==> src/rtl/maze_view_scanner.sv <==
// Walks an N x N maze grid in view order and streams one map-memory index per beat.
// Define MAZE_VIEW_MIRROR_EN to add a mirror input that flips view x before the mapping.
module maze_view_scanner #(
  parameter int unsigned SIZE = 22,
  localparam int unsigned CW = $clog2(SIZE),
  localparam int unsigned IW = $clog2(SIZE * SIZE)
) (
  input  logic          clk_i,
  input  logic          rst_ni,
  input  logic          start_i,
  input  logic [1:0]    direction_i,
`ifdef MAZE_VIEW_MIRROR_EN
  input  logic          mirror_i,
`endif
  input  logic          abort_i,
  output logic          busy_o,
  output logic          out_valid_o,
  input  logic          out_ready_i,
  output logic [IW-1:0] out_index_o,
  output logic [CW-1:0] out_x_o,
  output logic [CW-1:0] out_y_o,
  output logic          out_last_o,
  output logic          done_o
);

  typedef enum logic [1:0] {StIdle, StScan, StFlush} state_e;

  localparam logic [CW-1:0] MaxC  = CW'(SIZE - 1);
  localparam logic [IW-1:0] SideI = IW'(SIZE);

  state_e        state_q, state_d;
  logic [1:0]    dir_q, dir_d;
  logic          mir_q, mir_d;
  logic [CW-1:0] x_q, x_d, y_q, y_d;
  logic          valid_q, valid_d;
  logic          last_q, last_d;
  logic          done_q, done_d;
  logic [IW-1:0] index_q, index_d;
  logic [CW-1:0] ox_q, ox_d, oy_q, oy_d;

  logic [CW-1:0] mx, row, col;
  logic [IW-1:0] cell_index;
  logic          cell_last;

  // Map the current view cell to its linear map-memory index.
  always_comb begin
    mx = x_q;
    if (mir_q) begin
      mx = MaxC - x_q;
    end
    row = y_q;
    col = mx;
    case (dir_q)
      2'd0: begin row = y_q;         col = mx;          end
      2'd1: begin row = mx;          col = MaxC - y_q;  end
      2'd2: begin row = MaxC - y_q;  col = MaxC - mx;   end
      default: begin row = MaxC - mx; col = y_q;        end
    endcase
    cell_index = IW'(row) * SideI + IW'(col);
    cell_last  = (x_q == MaxC) && (y_q == MaxC);
  end

  always_comb begin
    state_d = state_q;
    dir_d   = dir_q;
    mir_d   = mir_q;
    x_d     = x_q;
    y_d     = y_q;
    valid_d = valid_q;
    last_d  = last_q;
    done_d  = 1'b0;
    index_d = index_q;
    ox_d    = ox_q;
    oy_d    = oy_q;
    unique case (state_q)
      StIdle: begin
        // The done cycle still belongs to the previous scan, so start waits one more cycle.
        if (start_i && !abort_i && !done_q) begin
          dir_d   = direction_i;
`ifdef MAZE_VIEW_MIRROR_EN
          mir_d   = mirror_i;
`else
          mir_d   = 1'b0;
`endif
          x_d     = '0;
          y_d     = '0;
          state_d = StScan;
        end
      end
      StScan: begin
        if (abort_i) begin
          valid_d = 1'b0;
          state_d = StIdle;
        end else if (!valid_q || out_ready_i) begin
          valid_d = 1'b1;
          index_d = cell_index;
          ox_d    = x_q;
          oy_d    = y_q;
          last_d  = cell_last;
          if (cell_last) begin
            state_d = StFlush;
          end else if (x_q == MaxC) begin
            x_d = '0;
            y_d = y_q + CW'(1);
          end else begin
            x_d = x_q + CW'(1);
          end
        end
      end
      StFlush: begin
        if (abort_i) begin
          valid_d = 1'b0;
          state_d = StIdle;
        end else if (valid_q && out_ready_i) begin
          valid_d = 1'b0;
          done_d  = 1'b1;
          state_d = StIdle;
        end
      end
      default: begin
        valid_d = 1'b0;
        state_d = StIdle;
      end
    endcase
  end

  always_ff @(posedge clk_i or negedge rst_ni) begin
    if (!rst_ni) begin
      state_q <= StIdle;
      dir_q   <= 2'd0;
      mir_q   <= 1'b0;
      x_q     <= '0;
      y_q     <= '0;
      valid_q <= 1'b0;
      last_q  <= 1'b0;
      done_q  <= 1'b0;
      index_q <= '0;
      ox_q    <= '0;
      oy_q    <= '0;
    end else begin
      state_q <= state_d;
      dir_q   <= dir_d;
      mir_q   <= mir_d;
      x_q     <= x_d;
      y_q     <= y_d;
      valid_q <= valid_d;
      last_q  <= last_d;
      done_q  <= done_d;
      index_q <= index_d;
      ox_q    <= ox_d;
      oy_q    <= oy_d;
    end
  end

  assign busy_o      = (state_q != StIdle);
  assign out_valid_o = valid_q;
  assign out_index_o = index_q;
  assign out_x_o     = ox_q;
  assign out_y_o     = oy_q;
  assign out_last_o  = last_q;
  assign done_o      = done_q;

endmodule

==> config.mk <==
export PLATFORM = sky130hd
export DESIGN_NAME = maze_view_scanner
export DESIGN_NICKNAME = d
export VERILOG_FILES = /design/src/rtl/maze_view_scanner.sv
export SDC_FILE = /design/constraint.sdc
export NUM_CORES = 1
export LEC_CHECK = 0
export CAP_MARGIN = 30
export CORE_UTILIZATION = 52
export CTS_BUF_LIST = sky130_fd_sc_hd__clkbuf_4 sky130_fd_sc_hd__clkbuf_8
export DETAILED_ROUTE_END_ITERATION = 6
export GPL_ROUTABILITY_DRIVEN = 0
export GPL_TIMING_DRIVEN = 0
export PLACE_DENSITY = 0.86
export SLEW_MARGIN = 20
export SYNTH_ARGS = -nofsm -noshare
export SYNTH_HDL_FRONTEND = slang
export SYNTH_SLANG_ARGS = --single-unit
==> constraint.sdc <==
create_clock -name clk_i -period 3.65 [get_ports clk_i]
set_input_delay 1.095 -clock clk_i [delete_from_list [all_inputs] [get_ports clk_i]]
set_output_delay 1.095 -clock clk_i [all_outputs]
set_load 0.03 [all_outputs]
==> flow_summary.yaml, run 1 <==
sta:
  fin_crit_sh_pct: 99.8
  grt_setup_unrepaired: "true"
  skew_ps: 6.87
  hold_viol_final: 0
  fmaxAchievable_mhz: 274
  setup_viol: 0
  final.setup.tns_ps: 0
  finalCriticalPeriod_ps: 3640
  setup_ws_ps: 6.14
  max_slew_margin_pct: 62.8
  maxSlewViolCount: 0
  worstMarginPinSlew_ps: 555
global_routing:
  grt_overflow: 0
  grt.total_usage_pct: 25.7
  antenna_found_initial: 0
  grt_pass1_vias: 1997
  grt_max_degree: 21
  grt_first_pass_wirelength_um: 9760
routing:
  drt_iter0_drc: 149
  vias_per_cell: 5.83
  firstDrtPassIters: 4
  post_drt_wl_per_cell_um: 17.8
  vias: 1988
  finalWirelength_um: 6080
  drc_errors: 0
  antenna_left: 0
synthesis:
  synth_warnings: 0
  synthTopCellsByArea: "dfrtp_1 (37%), ha_1 (13%), mux2_2 (5.1%), xor2_1 (4.0%), nand2_1 (3.4%)"
  synth_cells: 231
  synth-seq-cells: 36
  synth-edff-count: 0
  yosysSeqAreaShare_pct: 37.2
  synth_top_area_share_pct: 37.2
  yosysUniqueCellTypes: 43
  synth_nets: 266
  syn_avg_cell_area_um2: 10.5
  synthFlopType: "dfrtp_1"
  synth_area_um2: 2420
  yosys.area.top_type: "dfrtp_1"
  async_flop_share_pct: 100
cts:
  hold_buffers: 0
  htree_levels: 2
  clock-sinks: 36
  clkTransAtPathRegs_ps: 70
  cts_tree: "done"
  insertion_delay_ps: 300
  clockBufferDepth: 2
  cts-buffers-inserted: 5
  ctsRootBufferMaster: "clkbuf_8"
setup_path:
  worst_ep_required_time_ps: 3820
  startpoint_type: "flip-flop"
  crit_type: "flip-flop to flip-flop"
  arrival_ps: 3820
  worstPathMaxFanout: 3
  crit_path_end_kind: "flip-flop"
pwr:
  peakVddDrop_uv: 424
  p_leak_nw: 1.49
  p_per_area_nw_per_um2: 890
placement:
  port_buffers: 29
  dp_hpwl_um: 3580
  placed_cell_area_um2: 2800
  pre_cts_slack_ps: -356
hold_path:
  hp-class: "flip-flop to flip-flop"
floorplan:
  dieWidth_um: 70.2
  fp.dieArea_um2: 4930
  coreArea_um2: 4410
  num_io_pins: 30
  start_util_pct: 54.8
  die_height_um: 70.2
  rows: 24
layout:
  drive_gt1_share_pct: 30.1
  antenna_cells: 0
  finalInstanceArea_um2: 3260
  syn_to_final_growth_pct: 34.9
  nets: 323
run_status:
  outcome: "completed"
run:
  max_cap_viol_count: 0
## cells in the final DEF (no fill, tap or decap), drive strengths merged, types with 2 or more instances in the layout
master	instances
xnor2	9
o31ai	2
mux2	11
xor2	11
clkdlybuf4s50	28
clkbuf	11
nand4	2
nand2	22
nor2b	3
a21o	3
buf	29
dfrtp	36
fa	3
nor2	21
o311a	2
inv	13
a211oi	2
o21ai	17
mux4	6
ha	25
nand2b	4
a21oi	8
nand3	5
o22a	2
mux2i	3
## critical path: stages (launching register included)
cell     delay [ps]
dfrtp_2         460
inv_4            90
ha_4            210
mux4_2          530
ha_4            280
ha_4            250
fa_2            490
ha_4            300
o21ai_1          60
nor2_1          170
o21a_1          180
nand3_2          80
xor2_1          190
xnor2_1         140
o21ai_1          70
## timing repair
| action | 4_1_cts | 5_1_grt |
|---|---|---|
| pin swaps | 8 | 15 |
| gates resized for setup | 25 | 15 |
| setup endpoints to repair | 3 | 3 |
| setup buffers | 15 | 5 |
## state kept, by name, indices dropped and copies added, names as in the netlist
register     flops
out_y_o          5
out_index_o      9
out_last_o       1
y_q              5
x_q              5
dir_q            2
out_valid_o      1
out_x_o          5
state_q          2
done_o           1
## final timing paths
check                                              to  cells after the start                  startpoint  slack, ps
max in group asynchronous          y_q[1]$_DFFE_PN0P_                      2                      rst_ni       2460
max reg2reg                out_index_o[8]$_DFFE_PN0P_                     14          y_q[1]$_DFFE_PN0P_          6
min reg2reg                out_index_o[6]$_DFFE_PN0P_                      2  out_index_o[6]$_DFFE_PN0P_        480
min                        out_index_o[6]$_DFFE_PN0P_                      2  out_index_o[6]$_DFFE_PN0P_        480
min in group asynchronous          x_q[0]$_DFFE_PN0P_                      1                      rst_ni        740
max                        out_index_o[8]$_DFFE_PN0P_                     14          y_q[1]$_DFFE_PN0P_          6
## Yosys cell counts (all sizes together) (3+ instances only)
library cell,number
xnor2,9
xor2,11
inv,13
dfrtp,36
a21o,3
clkbuf,3
nand3,5
mux2,11
buf,8
ha,25
o21ai,17
nand2,22
nor2,21
fa,3
a21oi,8
mux4,6
mux2i,3
nand2b,4
nor2b,3
## power by group
part | internal [mW] | switching, mW | total [mW]
Clock | 0.161 | 0.151 | 0.312
Combinational | 0.969 | 1.03 | 2.00
Sequential | 0.506 | 0.0887 | 0.594
Total | 1.64 | 1.27 | 2.90
## layer usage
metal,part of all wire [%],global-route usage (%)
met5,0,0
met4,2.6,10.2
met3,4.8,5.05
met2,51,42.7
met1,42,33.1
## cell families (layout without fill, tap and decap cells)
group | after synthesis | after routing | share of synthesized area (%)
and+or+nand+nor | 63 | 63 | 11.9
AOI/OAI and AO/OA | 40 | 40 | 11.3
DFF | 36 | 36 | 37.2
adders and majority gates | 28 | 28 | 15.4
buffers and inverters | 24 | 82 | 4.45
xor gates and xnor gates | 20 | 20 | 7.24
muxes | 20 | 20 | 12.4
## cell type report
type	count	area [um^2]
repair buffers	50	479
flip-flops and latches	36	906
fillers	289	1150
well taps	52	65.1
plain buffers	11	65.1
clock inverters	1	7.51
multi-input cells	171	1600
inverters	13	51.3
clock buffers	7	90.1
## metrics by stage
stage	cells	util, %	total power [mW]	hold slack [ps]
after global placement	312	62.9	1.94	459
after CTS	336	71.6	2.63	486
after global routing	341	73.9	3.06	514
final	341	73.9	2.90	479
after floorplan	231	-	1.63	500
after detailed placement	313	63.4	2.00	469
No activity file was read; power rests on OpenSTA's default activity.
==> inputs of run 2 (changes only) <==
--- a/config.mk
+++ b/config.mk
@@ -12,7 +12,6 @@
 export GPL_ROUTABILITY_DRIVEN = 0
 export GPL_TIMING_DRIVEN = 0
 export PLACE_DENSITY = 0.86
-export SLEW_MARGIN = 20
 export SYNTH_ARGS = -nofsm -noshare
 export SYNTH_HDL_FRONTEND = slang
 export SYNTH_SLANG_ARGS = --single-unit
==> run 2 against run 1 <==
Effect of this change: critical path depth stayed put; combinational power down 3%; first-iteration DRC count down 3.4%; die area stayed put; cell area is 1.2% lower; fmax is 1.7% higher; core utilization fell by 0.88 points; via count decreased by 2.6%; non-clock buffer count down 2; final cell count down 0.59%; clock skew shrank 1.0 ps; largest cell class unchanged.
==> flow_summary.yaml, run 2 (synthesis results as in run 1) <==
cts:
  clockBufferDepth: 2
  cts_tree: "done"
  clkTransAtPathRegs_ps: 70
  hold_buffers: 0
  insertion_delay_ps: 300
  htree_levels: 2
  clock-sinks: 36
  cts-buffers-inserted: 5
  ctsRootBufferMaster: "clkbuf_8"
routing:
  finalWirelength_um: 5760
  drt-met1-wl_um: 2490
  post_drt_wl_per_cell_um: 17.0
  vias_per_cell: 5.71
  vias: 1937
  firstDrtPassIters: 4
  drt_iter0_drc: 144
  met2_wirelength_um: 2830
  antenna_left: 0
  highest_layer: "met4"
  met3WireLength_um: 285
  drc_errors: 0
sta:
  worstMarginPinSlew_ps: 795
  finalCriticalPeriod_ps: 3580
  max_slew_margin_pct: 47.0
  setup_viol: 0
  fin_crit_sh_pct: 98.2
  maxSlewViolCount: 0
  final.setup.tns_ps: 0
  fmaxAchievable_mhz: 279
  hold_viol_final: 0
  grt_setup_unrepaired: "true"
  skew_ps: 5.85
  whs_ps: 480
layout:
  final_cell_mix: "dfrtp_1 (32), clkdlybuf4s50_1 (28), nand2_1 (21)"
  largest_register_ffs: 9
  drive_gt1_share_pct: 30.7
  antenna_cells: 0
  nets: 321
  layout_commonest_cell: "dfrtp_1"
  syn_to_final_growth_pct: 33.3
  finalInstanceArea_um2: 3220
floorplan:
  coreArea_um2: 4410
  dieWidth_um: 70.2
  die_height_um: 70.2
  rows: 24
  fp.dieArea_um2: 4930
  start_util_pct: 54.8
  num_io_pins: 30
setup_path:
  worst_path_max_delay_cell: "mux4_2"
  r2r_setup_slack_ps: 70
  cp_cell_sequence: "inv_4, ha_4, mux4_2, ha_4, ha_4, fa_2, ha_4, o21ai_2, nor2_2, o21a_1, nand3_2, xor2_1, xnor2_1, o21ai_1"
  path_common_cell: "ha_4"
  r2r_end: "out_index_o[8]$_DFFE_PN0P_"
  r2r_start: "x_q[1]$_DFFE_PN0P_"
  worst_ep_required_time_ps: 3810
  worstPathMaxFanout: 5
  cp-startpoint: "x_q[1]$_DFFE_PN0P_"
  startpoint_type: "flip-flop"
  crit_type: "flip-flop to flip-flop"
  crit_path_end_kind: "flip-flop"
  cpPeakStageDelay_ps: 550
  rr_worst_depth: 14
  arrival_ps: 3750
pwr:
  p_leak_nw: 1.48
  peakVddDrop_uv: 419
  p_per_area_nw_per_um2: 883
global_routing:
  grt_first_pass_wirelength_um: 9210
  grt.total_usage_pct: 24.3
  antenna_found_initial: 0
  grt_overflow: 0
  grt_max_degree: 37
  grt_pass1_vias: 1941
placement:
  port_buffers: 29
  dp_hpwl_um: 3450
  placed_cell_area_um2: 2770
hold_path:
  worstHoldStart: "out_index_o[6]$_DFFE_PN0P_"
  hp-class: "flip-flop to flip-flop"
  worstHoldEndpoint: "out_index_o[6]$_DFFE_PN0P_"
  hold_depth: 2
run_status:
  outcome: "completed"
run:
  max_cap_viol_count: 0
[run 2: worst max path at each step]
stage,slack [ps],end
final,70,out_index_o[8]$_DFFE_PN0P_
after global routing,-60,out_index_o[8]$_DFFE_PN0P_
after CTS,0.2,out_index_o[8]$_DFFE_PN0P_
after detailed placement,-360,out_index_o[8]$_DFFE_PN0P_
after global placement,-270,out_index_o[8]$_DFFE_PN0P_
after floorplan,20,out_index_o[8]$_DFFE_PN0P_
[run 2: final cells by class]
type,count,area [um^2]
inverter,13,53.8
buffer,11,62.6
tap,52,65.1
clock inverter,1,7.51
timing repair buffer,48,440
sequential,36,906
fill,296,1190
clock buffer,7,90.1
multi-input combinational,171,1600
[run 2: metal layers]
layer  track usage [%]  up-vias
met5                 0        -
li1                  -      910
met3              5.48       17
met1              29.9      938
met2              40.9       72
met4              10.9        0
[run 2: report_power, final]
| part | internal, mW | leakage [nW] | total [mW] | switching (mW) |
|---|---|---|---|---|
| clock | 0.161 | 0.0479 | 0.305 | 0.145 |
| combinational | 0.949 | 0.964 | 1.94 | 0.990 |
| sequential | 0.506 | 0.465 | 0.601 | 0.0948 |
[run 2: what timing repair did]
item | 4_1_cts | 5_1_grt
resized for setup | 21 | 20
endpoints found under the setup margin | 3 | 3
pin swaps | 6 | 17
setup buffers | 11 | 8
[run 2: worst max-delay path, delay by kind of cell, from the launching register on]
family                     cells  cell delay, ps
xor gates and xnor gates       2             310
buffers and inverters          1             100
adders and majority gates      5            1500
muxes                          1             550
DFF                            1             490
and+or+nand+nor                2             200
AOI/OAI and AO/OA              3             300
[run 2: stage by stage]
stage / worst slack, ps / power (mW) / instances / utilization [%]
final: 66.4 / 2.84 / 339 / 73.0
after global routing: -62.0 / 3.03 / 339 / 73.0
after CTS: 0.171 / 2.57 / 331 / 69.7
after detailed placement: -356 / 2.00 / 312 / 62.8
after global placement: -270 / 1.94 / 312 / 62.9
after floorplan: 22.5 / 1.63 / 231 / -
==> inputs of run 3 (changes only) <==
--- a/config.mk
+++ b/config.mk
@@ -11,6 +11,7 @@
 export DETAILED_ROUTE_END_ITERATION = 6
 export GPL_ROUTABILITY_DRIVEN = 0
 export GPL_TIMING_DRIVEN = 0
+export MAX_ROUTING_LAYER = met4
 export PLACE_DENSITY = 0.86
 export SYNTH_ARGS = -nofsm -noshare
 export SYNTH_HDL_FRONTEND = slang
==> run 3 against run 2 <==
Effect of this change: critical path depth grew 3; global-route usage increased by 0.83 points; power about the same; first-iteration DRC count up 33%; sequential power about the same; clock skew up 1.7 ps; flip-flop and latch count is the same; final cell count did not move; core utilization did not move; die area unchanged; routed wire length is 0.42% lower; cell area unchanged; critical path type unchanged.
==> flow_summary.yaml, run 3 (synthesis results as in run 1) <==
routing:
  antenna_left: 0
  finalWirelength_um: 5740
  vias: 1934
  post_drt_wl_per_cell_um: 16.9
  drc_errors: 0
  vias_per_cell: 5.71
  firstDrtPassIters: 4
  drt_iter0_drc: 192
cts:
  htree_levels: 2
  clock-sinks: 36
  clockBufferDepth: 2
  insertion_delay_ps: 300
  cts-buffers-inserted: 5
  clkTransAtPathRegs_ps: 70
  ctsRootBufferMaster: "clkbuf_8"
  cts_tree: "done"
hold_path:
  hold_depth: 2
  worstHoldEndpoint: "out_index_o[6]$_DFFE_PN0P_"
  worstHoldStart: "out_index_o[6]$_DFFE_PN0P_"
  hp-class: "flip-flop to flip-flop"
floorplan:
  dieWidth_um: 70.2
  num_io_pins: 30
  coreArea_um2: 4410
  fp.dieArea_um2: 4930
  die_height_um: 70.2
  start_util_pct: 54.8
  rows: 24
layout:
  syn_to_final_growth_pct: 33.3
  antenna_cells: 0
  finalInstanceArea_um2: 3220
  final_cell_mix: "dfrtp_1 (32), clkdlybuf4s50_1 (28), nand2_1 (21)"
  drive_gt1_share_pct: 30.7
  layout_commonest_cell: "dfrtp_1"
  largest_register_ffs: 9
  nets: 321
sta:
  fmaxAchievable_mhz: 279
  fin_crit_sh_pct: 98.2
  hold_viol_final: 0
  skew_ps: 7.59
  max_slew_margin_pct: 48.3
  maxSlewViolCount: 0
  worstMarginPinSlew_ps: 776
  finalCriticalPeriod_ps: 3580
  grt_setup_unrepaired: "true"
  setup_ws_ps: 65.6
  setup_viol: 0
global_routing:
  grt_first_pass_wirelength_um: 9250
  grt_max_degree: 37
  grt_overflow: 0
  grt.total_usage_pct: 25.2
  use_met3_pct: 4.91
  antenna_found_initial: 0
  grt-busiest-layer: "met2"
  grt_util_met2_pct: 40.9
  met1_usage_pct: 30.4
  grt_pass1_vias: 1938
setup_path:
  rr_worst_depth: 17
  cp_cell_sequence: "buf_12, ha_4, nand2_2, mux4_2, o311a_4, ha_4, inv_2, fa_1, inv_2, ha_4, a21o_1, a21oi_2, xnor2_2, nand3_2, xor2_1, xnor2_1, o21ai_1"
  startpoint_type: "flip-flop"
  cpPeakStageDelay_ps: 510
  r2r_end: "out_index_o[8]$_DFFE_PN0P_"
  worst_path_max_delay_cell: "fa_1"
  cp-startpoint: "y_q[1]$_DFFE_PN0P_"
  path_common_cell: "ha_4"
  r2r_setup_slack_ps: 70
  crit_path_end_kind: "flip-flop"
  worstPathMaxFanout: 3
  worst_ep_required_time_ps: 3810
  arrival_ps: 3750
  crit_type: "flip-flop to flip-flop"
  r2r_start: "y_q[1]$_DFFE_PN0P_"
pwr:
  p_leak_nw: 1.48
  peakVddDrop_uv: 417
  p_per_area_nw_per_um2: 882
run:
  max_cap_viol_count: 0
placement:
  dp_hpwl_um: 3450
  placed_cell_area_um2: 2770
  port_buffers: 29
  pre_cts_slack_ps: -356
run_status:
  outcome: "completed"
## run 3: cell counts in the layout (fill, tap and decap cells not counted)
Identical to the previous run, type by type.
## run 3: layer usage
metal,vias to the layer above,share of wire [%],wire (um)
met2,51,51,2920
met5,-,0,0
met4,0,2.3,132
met1,958,43,2480
met3,13,3.5,200
li1,912,-,-
## run 3: how the worst max path moves through the flow
| stage | endpoint | slack (ps) | cells past startpoint |
|---|---|---|---|
| after floorplan | out_index_o[8]$_DFFE_PN0P_ | 20 | 14 |
| after CTS | out_index_o[8]$_DFFE_PN0P_ | 0.2 | 17 |
| after global routing | out_index_o[8]$_DFFE_PN0P_ | -60 | 14 |
| final | out_index_o[8]$_DFFE_PN0P_ | 70 | 17 |
| after detailed placement | out_index_o[8]$_DFFE_PN0P_ | -360 | 14 |
| after global placement | out_index_o[8]$_DFFE_PN0P_ | -270 | 14 |
## run 3: power by group
group	switching [mW]	internal [mW]	total [mW]
sequential	0.0937	0.506	0.599
combinational	0.989	0.949	1.94
clock	0.145	0.161	0.306
total	1.23	1.62	2.84
## run 3: cell type report
cell class	instances	area (um^2)
Tap cell	52	65.1
Sequential cell	36	906
Fill cell	296	1190
Inverter	13	53.8
Clock inverter	1	7.51
Clock buffer	7	90.1
Buffer	11	62.6
Multi-Input combinational cell	171	1600
Timing Repair Buffer	48	440
## run 3: stage by stage
| step | cells | setup TNS, ps | hold WS [ps] | power [mW] | util (%) |
|---|---|---|---|---|---|
| 2_1_floorplan | 231 | 0 | 500 | 1.63 | - |
| 3_5_place_dp | 312 | -547 | 469 | 2.00 | 62.8 |
| 4_1_cts | 331 | 0 | 486 | 2.57 | 69.7 |
| 6_report | 339 | 0 | 480 | 2.84 | 73.0 |
| 3_3_place_gp | 312 | -273 | 459 | 1.94 | 62.9 |
| 5_1_grt | 339 | -79.3 | 513 | 3.03 | 73.0 |
## run 3: what timing repair did
| item | 4_1_cts | 5_1_grt |
|---|---|---|
| hold buffers | 0 | 0 |
| setup buffers | 11 | 8 |
| pin swaps | 6 | 17 |
| resized for setup | 21 | 20 |
| setup endpoints to repair | 3 | 3 |
## run 3: worst max-delay path, delay by kind of cell, from the launching register on
kind | cells | cell delay [ps]
adder cells (fa/ha/maj) | 4 | 1150
multiplexers | 1 | 460
AND/OR/NAND/NOR | 2 | 140
flip-flops | 1 | 440
buffers and inverters | 3 | 210
XOR/XNOR | 3 | 460
AO/OA/AOI/OAI | 4 | 600
